===== config.mk =====
export PLATFORM = sky130hd
export DESIGN_NAME = hazard_scoreboard
export DESIGN_NICKNAME = d
export VERILOG_FILES = /design/src/rtl/hazard_pkg.sv /design/src/rtl/hazard_port_check.sv /design/src/rtl/hazard_scoreboard.sv
export SDC_FILE = /design/constraint.sdc
export NUM_CORES = 1
export LEC_CHECK = 0
export CAP_MARGIN = 20
export CORE_UTILIZATION = 50
export CTS_CLUSTER_DIAMETER = 50
export CTS_CLUSTER_SIZE = 12
export DETAILED_ROUTE_END_ITERATION = 7
export GPL_TIMING_DRIVEN = 0
export PLACE_DENSITY = 0.76
export SLEW_MARGIN = 20
export SYNTH_ARGS = -nofsm -noshare
export SYNTH_HDL_FRONTEND = slang
export SYNTH_SLANG_ARGS = --single-unit

===== constraint.sdc =====
create_clock -name clk -period 4.9 [get_ports clk]
set_input_delay 0.98 -clock clk [delete_from_list [all_inputs] [get_ports clk]]
set_output_delay 0.98 -clock clk [all_outputs]
set_load 0.005 [all_outputs]

===== src/rtl/hazard_pkg.sv =====
// Shared types and constants for the registered hazard scoreboard.
// Entry field widths are fixed here; the top level checks that its parameters agree.
package hazard_pkg;

  localparam int unsigned PKG_NRD = 2;
  localparam int unsigned PKG_AW  = 5;
  localparam int unsigned PKG_TW  = 3;

  localparam int unsigned         FWD_RF    = 0;
  localparam logic [PKG_TW-1:0]   TUSE_NONE = '1;

  typedef struct packed {
    logic                            valid;
    logic [PKG_AW-1:0]               dst;
    logic [PKG_TW-1:0]               tnew;
    logic [PKG_NRD-1:0][PKG_AW-1:0]  src;
  } entry_t;

endpackage


===== src/rtl/hazard_port_check.sv =====
// Checks one source operand against the producer entries from stage FIRST onward.
// Returns a stall bit (youngest match not ready by Tuse) and a forwarding select.
module hazard_port_check
  import hazard_pkg::*;
#(
  parameter int unsigned NSTAGE = 3,
  parameter int unsigned FIRST  = 0,
  parameter int unsigned SW     = 2
) (
  input  logic [PKG_AW-1:0]       src_i,
  input  logic [PKG_TW-1:0]       tuse_i,
  input  entry_t [NSTAGE-1:0]     entries_i,
  output logic                    stall_o,
  output logic [SW-1:0]           sel_o
);

  logic              found;
  logic [PKG_TW-1:0] hit_tnew;
  logic [SW-1:0]     hit_sel;
  logic              unused_entry_bits;

  // Walk oldest to youngest so the youngest match overwrites older ones.
  always_comb begin
    found    = 1'b0;
    hit_tnew = '0;
    hit_sel  = SW'(FWD_RF);
    for (int s = int'(NSTAGE) - 1; s >= int'(FIRST); s--) begin
      if (entries_i[s].valid && (entries_i[s].dst != '0) && (entries_i[s].dst == src_i)) begin
        found    = 1'b1;
        hit_tnew = entries_i[s].tnew;
        hit_sel  = SW'(int'(NSTAGE) - s);
      end
    end
  end

  always_comb begin
    stall_o = found && (tuse_i != TUSE_NONE) && (hit_tnew > tuse_i);
    sel_o   = (found && (hit_tnew == '0)) ? hit_sel : SW'(FWD_RF);
  end

  assign unused_entry_bits = ^entries_i;

endmodule


===== src/rtl/hazard_scoreboard.sv =====
// Registered stall/forward controller: shifts decoded D-stage producer info through
// the downstream stages and derives the D stall, forwarding selects and a stall counter.
module hazard_scoreboard
  import hazard_pkg::*;
#(
  parameter int unsigned NSTAGE = 3,
  parameter int unsigned NRD    = PKG_NRD,
  parameter int unsigned AW     = PKG_AW,
  parameter int unsigned TW     = PKG_TW,
  parameter int unsigned SW     = $clog2(NSTAGE + 1)
) (
  input  logic                      clk,
  input  logic                      reset,
  input  logic                      d_valid,
  input  logic [NRD*AW-1:0]         d_src,
  input  logic [NRD*TW-1:0]         d_tuse,
  input  logic                      d_wr_en,
  input  logic [AW-1:0]             d_wr_addr,
  input  logic [TW-1:0]             d_tnew,
  input  logic                      d_md_use,
  input  logic                      md_busy,
  output logic                      stall,
  output logic [NSTAGE*NRD*SW-1:0]  fwd_sel,
  output logic [31:0]               stall_cycles
);

  if (NRD != PKG_NRD || AW != PKG_AW || TW != PKG_TW) begin : g_param_check
    $error("hazard_scoreboard: NRD/AW/TW must match the hazard_pkg entry widths");
  end

  entry_t [NSTAGE-1:0] entries_q, entries_d;
  logic [31:0]         stall_cycles_q, stall_cycles_d;
  logic [NRD-1:0]      port_stall;

  logic [NRD-1:0][SW-1:0]     stall_sel_unused;
  logic [NSTAGE*NRD-1:0]      fwd_stall_unused;

  for (genvar p = 0; p < NRD; p++) begin : g_stall
    hazard_port_check #(
      .NSTAGE (NSTAGE),
      .FIRST  (0),
      .SW     (SW)
    ) u_stall_check (
      .src_i     (d_src[p*AW +: AW]),
      .tuse_i    (d_tuse[p*TW +: TW]),
      .entries_i (entries_q),
      .stall_o   (port_stall[p]),
      .sel_o     (stall_sel_unused[p])
    );
  end

  // Consumer c > 0 is the instruction now sitting in entry c-1.
  for (genvar c = 0; c < NSTAGE; c++) begin : g_cons
    for (genvar p = 0; p < NRD; p++) begin : g_port
      logic [AW-1:0] csrc;
      if (c == 0) begin : g_d
        assign csrc = d_src[p*AW +: AW];
      end else begin : g_pipe
        assign csrc = entries_q[c-1].src[p];
      end

      hazard_port_check #(
        .NSTAGE (NSTAGE),
        .FIRST  (c),
        .SW     (SW)
      ) u_fwd_check (
        .src_i     (csrc),
        .tuse_i    (TUSE_NONE),
        .entries_i (entries_q),
        .stall_o   (fwd_stall_unused[c*NRD+p]),
        .sel_o     (fwd_sel[(c*NRD+p)*SW +: SW])
      );
    end
  end

  // Masked by reset so a pending md stall cannot leak out while entries are cleared.
  assign stall = !reset && d_valid && ((|port_stall) || (d_md_use && md_busy));

  always_comb begin
    entries_d = '0;
    if (d_valid && !stall) begin
      entries_d[0].valid = 1'b1;
      entries_d[0].dst   = d_wr_en ? d_wr_addr : '0;
      entries_d[0].tnew  = d_tnew;
      entries_d[0].src   = d_src;
    end
    for (int s = 0; s < int'(NSTAGE) - 1; s++) begin
      entries_d[s+1] = entries_q[s];
      if (entries_q[s].tnew != '0) begin
        entries_d[s+1].tnew = entries_q[s].tnew - 1'b1;
      end
    end
  end

  always_comb begin
    stall_cycles_d = stall_cycles_q;
    if (stall && (stall_cycles_q != '1)) begin
      stall_cycles_d = stall_cycles_q + 32'd1;
    end
  end

  always_ff @(posedge clk or posedge reset) begin
    if (reset) begin
      entries_q      <= '0;
      stall_cycles_q <= '0;
    end else begin
      entries_q      <= entries_d;
      stall_cycles_q <= stall_cycles_d;
    end
  end

  assign stall_cycles = stall_cycles_q;

endmodule


==> results.sh, run 1 <==
export IMPL_grt_max_degree=54
export IMPL_start_util_pct=52.5
export IMPL_fillers=639
export IMPL_arrival_ps=3820
export IMPL_busiest_layer="met2"
export IMPL_grt_pass1_vias=3623
export IMPL_setup_ws_ps=98.7
export IMPL_dieHeight_um=95.6
export IMPL_status="completed"
export IMPL_place_hpwl_mm=7.47
export IMPL_slew_headroom_pct=41.4
export IMPL_worst_clock_skew_ps=8.29
export IMPL_synth_main_ff_cell="dfrtp_1"
export IMPL_numCtsBuffers=9
export IMPL_dieArea_um2=9140
export IMPL_power_frac_seq_pct=48.2
export IMPL_synth_seq_area_share_pct=45.1
export IMPL_numClockSinks=79
export IMPL_ys_types=47
export IMPL_p_sw_uw=419
export IMPL_grt_overflow=0
export IMPL_crit_chain="clkdlybuf4s15_2 -> xnor2_2 -> nand3_2 -> nor4_4 -> buf_4 -> mux2i_1 -> mux2i_2 -> inv_1 -> ha_1 -> and3_1 -> a31oi_4 -> o311ai_4 -> and3_1 -> clkbuf_4 -> nor2_2 -> clkbuf_2"
export IMPL_reg2reg_to="stall_cycles[11]$_DFFE_PP0P_"
export IMPL_design_core_area_um2=8340
export IMPL_synth_edf_count=0
export IMPL_hold_start="entries_d[52]$_DFF_PP0_"
export IMPL_worst_hold_slack_ps=375
export IMPL_swShare_pct=27.4
export IMPL_hold_end="entries_q[52]$_DFF_PP0_"
export IMPL_final_common_cell="dfrtp_1"
export IMPL_route_detailed_drc=0
export IMPL_hp_class="flip-flop to flip-flop"
export IMPL_multi_input_area_um2=2350
export IMPL_r2r_setup_slack_ps=950
export IMPL_r2r_start="entries_d[52]$_DFF_PP0_"
export IMPL_synthCells=421
export IMPL_critPathMaxFanout=8
export IMPL_clk_latency_ps=350
export IMPL_die_w_um=95.6
export IMPL_drv_slew=0
export IMPL_syn_avg_cell_area_um2=10.4
export IMPL_n_antenna_cell=0
export IMPL_layout_common_cells="dfrtp_1, xnor2_1, clkdlybuf4s50_1, nand3_1, xor2_1"
export IMPL_cp_slowest_cell="nor4_4"
export IMPL_grt_first_pass_wirelength_mm=17.4
export IMPL_cap_violations=0
export IMPL_path_buf_inv=5
export IMPL_gr_usage_met2_pct=42.9
export IMPL_fmax_ghz=0.208
export IMPL_cts_tree="done"
export IMPL_finalSetupViolCount=0
export IMPL_ys_ff_latch=79
export IMPL_period_share_pct=98.0
export IMPL_cellLeakagePower_nw=2.48
export IMPL_drive_above_1_share_pct=17.4
export IMPL_max_stage_delay_ps=410
export IMPL_rows=33
export IMPL_place_congestion=0.840
export IMPL_port_buffer_count=72
export IMPL_postPlaceCellArea_um2=5270
export IMPL_cp_end_kind="primary output"
export IMPL_synthArstFlopShare_pct=100
export IMPL_whs_path_depth=0
export IMPL_dpl_worst_slack_ps=-856
export IMPL_routed_wl_mm=10.7
export IMPL_antenna_left=0
export IMPL_start_kind="primary input"
export IMPL_postLayoutCellArea_um2=5730
export IMPL_p_comb_share_pct=16.6
export IMPL_avgRoutedWirePerCell_um=16.9
export IMPL_drtIter0Drc=177
export IMPL_syn_to_final_growth_pct=30.9
export IMPL_grt_use_met3_pct=3.19
export IMPL_clk_path_buf_depth=2
export IMPL_grt_total_usage_pct=25.5
export IMPL_cts_max_level=3
export IMPL_syn_cell_area_um2=4380
export IMPL_power_density_nw_per_um2=267
export IMPL_worstPathRequired_ps=3920
export IMPL_crit_family="simple AND/OR/NAND/NOR gates"
export IMPL_hold_violations=0
export IMPL_tightest_slew_ps=872
export IMPL_p_int_mw=1.11
export IMPL_worstSetupPathType="primary input to primary output"
export IMPL_fin_util_pct=68.7
export IMPL_place_inst=600
export IMPL_fin_cells=633
export IMPL_yosysWarnings=0
export IMPL_crit_top_cell="and3_1"
export IMPL_drt_pass1_iter_count=4
export IMPL_vias=3519
export IMPL_io_pins=75
export IMPL_ff2ff_path_depth=17
export IMPL_root_buffer="clkbuf_8"
export IMPL_period_minus_slack_ps=4800
export IMPL_met1_usage_pct=32.7
export IMPL_antenna_found_initial=0
export IMPL_peakVddDrop_mv=0.184
export IMPL_clkTransAtPathRegs_ps=80
export IMPL_via_per_inst=5.56
export IMPL_seq_area_um2=1980
export IMPL_nNetsFinal=564
export IMPL_clkPwrFrac_pct=35.1
-- synthesized netlist by cell type (5+ instances only) --
cell type,instances,area (um^2)
buf_2,8,40.0
xnor2_1,66,578
ha_1,11,138
dfrtp_1,79,1980
nor3_1,10,50.1
nor2_1,24,90.1
nor4_1,9,56.3
and3_1,13,81.3
nor2b_1,6,37.5
buf_4,7,52.6
and2_1,15,93.8
nand4_1,18,113
inv_1,19,71.3
a21oi_1,5,25.0
xor2_1,27,236
nand2_1,19,71.3
nand3_1,30,150
-- stage by stage --
stage | TNS, ps | power (mW)
final | 0 | 1.53
after global routing | -35.3 | 1.59
after CTS | 0 | 1.53
after detailed placement | -907 | 0.989
after global placement | -5440 | 0.975
after floorplan | 0 | 0.880
-- repair_timing --
item,in CTS,in global routing
gates resized for setup,37,19
setup endpoints to repair,1,1
hold buffers,0,0
buffers inserted,15,2
pin swaps,12,8
-- power groups by stage --
| stage | Clock, mW | Sequential (mW) | Combinational, mW |
|---|---|---|---|
| after floorplan | 0 | 0.739 | 0.141 |
| after global placement | 0 | 0.746 | 0.229 |
| after detailed placement | 0 | 0.748 | 0.240 |
| after CTS | 0.544 | 0.736 | 0.249 |
| after global routing | 0.571 | 0.744 | 0.277 |
| final | 0.538 | 0.739 | 0.255 |
-- final cells by class --
| cell class | instances | share of cell area [%] |
|---|---|---|
| clock inverter | 6 | 1.64 |
| tap | 105 | 2.29 |
| sequential | 79 | 34.5 |
| timing repair buffer | 90 | 15.1 |
| inverter | 19 | 1.29 |
| buffer | 18 | 2.03 |
| clock buffer | 10 | 2.23 |
| multi-input combinational | 306 | 41.0 |
-- logic make-up (layout without fill, tap and decap cells) --
group,after synthesis,count (layout),share of synthesized area [%]
other,1,2,0.0856
AND/OR/NAND/NOR,170,170,23.1
flip-flops,79,79,45.1
buffers and inverters,37,143,4.17
AO/OA/AOI/OAI,24,24,4.37
adder cells (fa/ha/maj),11,11,3.14
XOR/XNOR,93,93,18.6
multiplexers,6,6,1.43
-- sequential cells by signal, summed over array words and instances, names as in the netlist --
signal and count:
entries_d 12, stall_cycles 32, g_cons.g_port.csrc 20, entries_q 15
-- worst reg2reg max path: stages (launching register included) --
cell,delay [ps]
dfrtp_1,380
buf_4,170
or4_4,550
o21ai_4,180
buf_4,150
nor4_4,50
buf_4,150
mux2i_1,120
mux2i_2,200
inv_1,60
ha_1,280
and3_1,200
a31oi_4,180
o311ai_4,150
and3_1,170
clkbuf_4,170
or4_1,550
xnor2_1,140
-- per-layer routing --
metal / vias to the layer above / part of all wire (%)
met2: 130 / 50
met1: 1713 / 42
met5: - / 0
met3: 23 / 5.5
met4: 0 / 2.2
li1: 1653 / -
-- worst max path at each step --
| stage | to | slack [ps] | cells past startpoint | startpoint |
|---|---|---|---|---|
| floorplan | stall | 630 | 12 | d_src[2] |
| global route | stall | -40 | 16 | entries_q[51]$_DFF_PP0_ |
| CTS | stall | 0.7 | 16 | d_src[3] |
| finish | stall | 100 | 16 | d_src[1] |
| global placement | stall | -1060 | 5 | reset |
| detailed placement | stall | -860 | 16 | d_src[9] |
Note: power is estimated with default switching activity, not from simulation.
==> inputs of run 2 (changes only) <==
TNS_END_PERCENT = 50   (was not set)
==> results of run 2 <==
Final layout, timing and power as in run 1 (identical DEF).
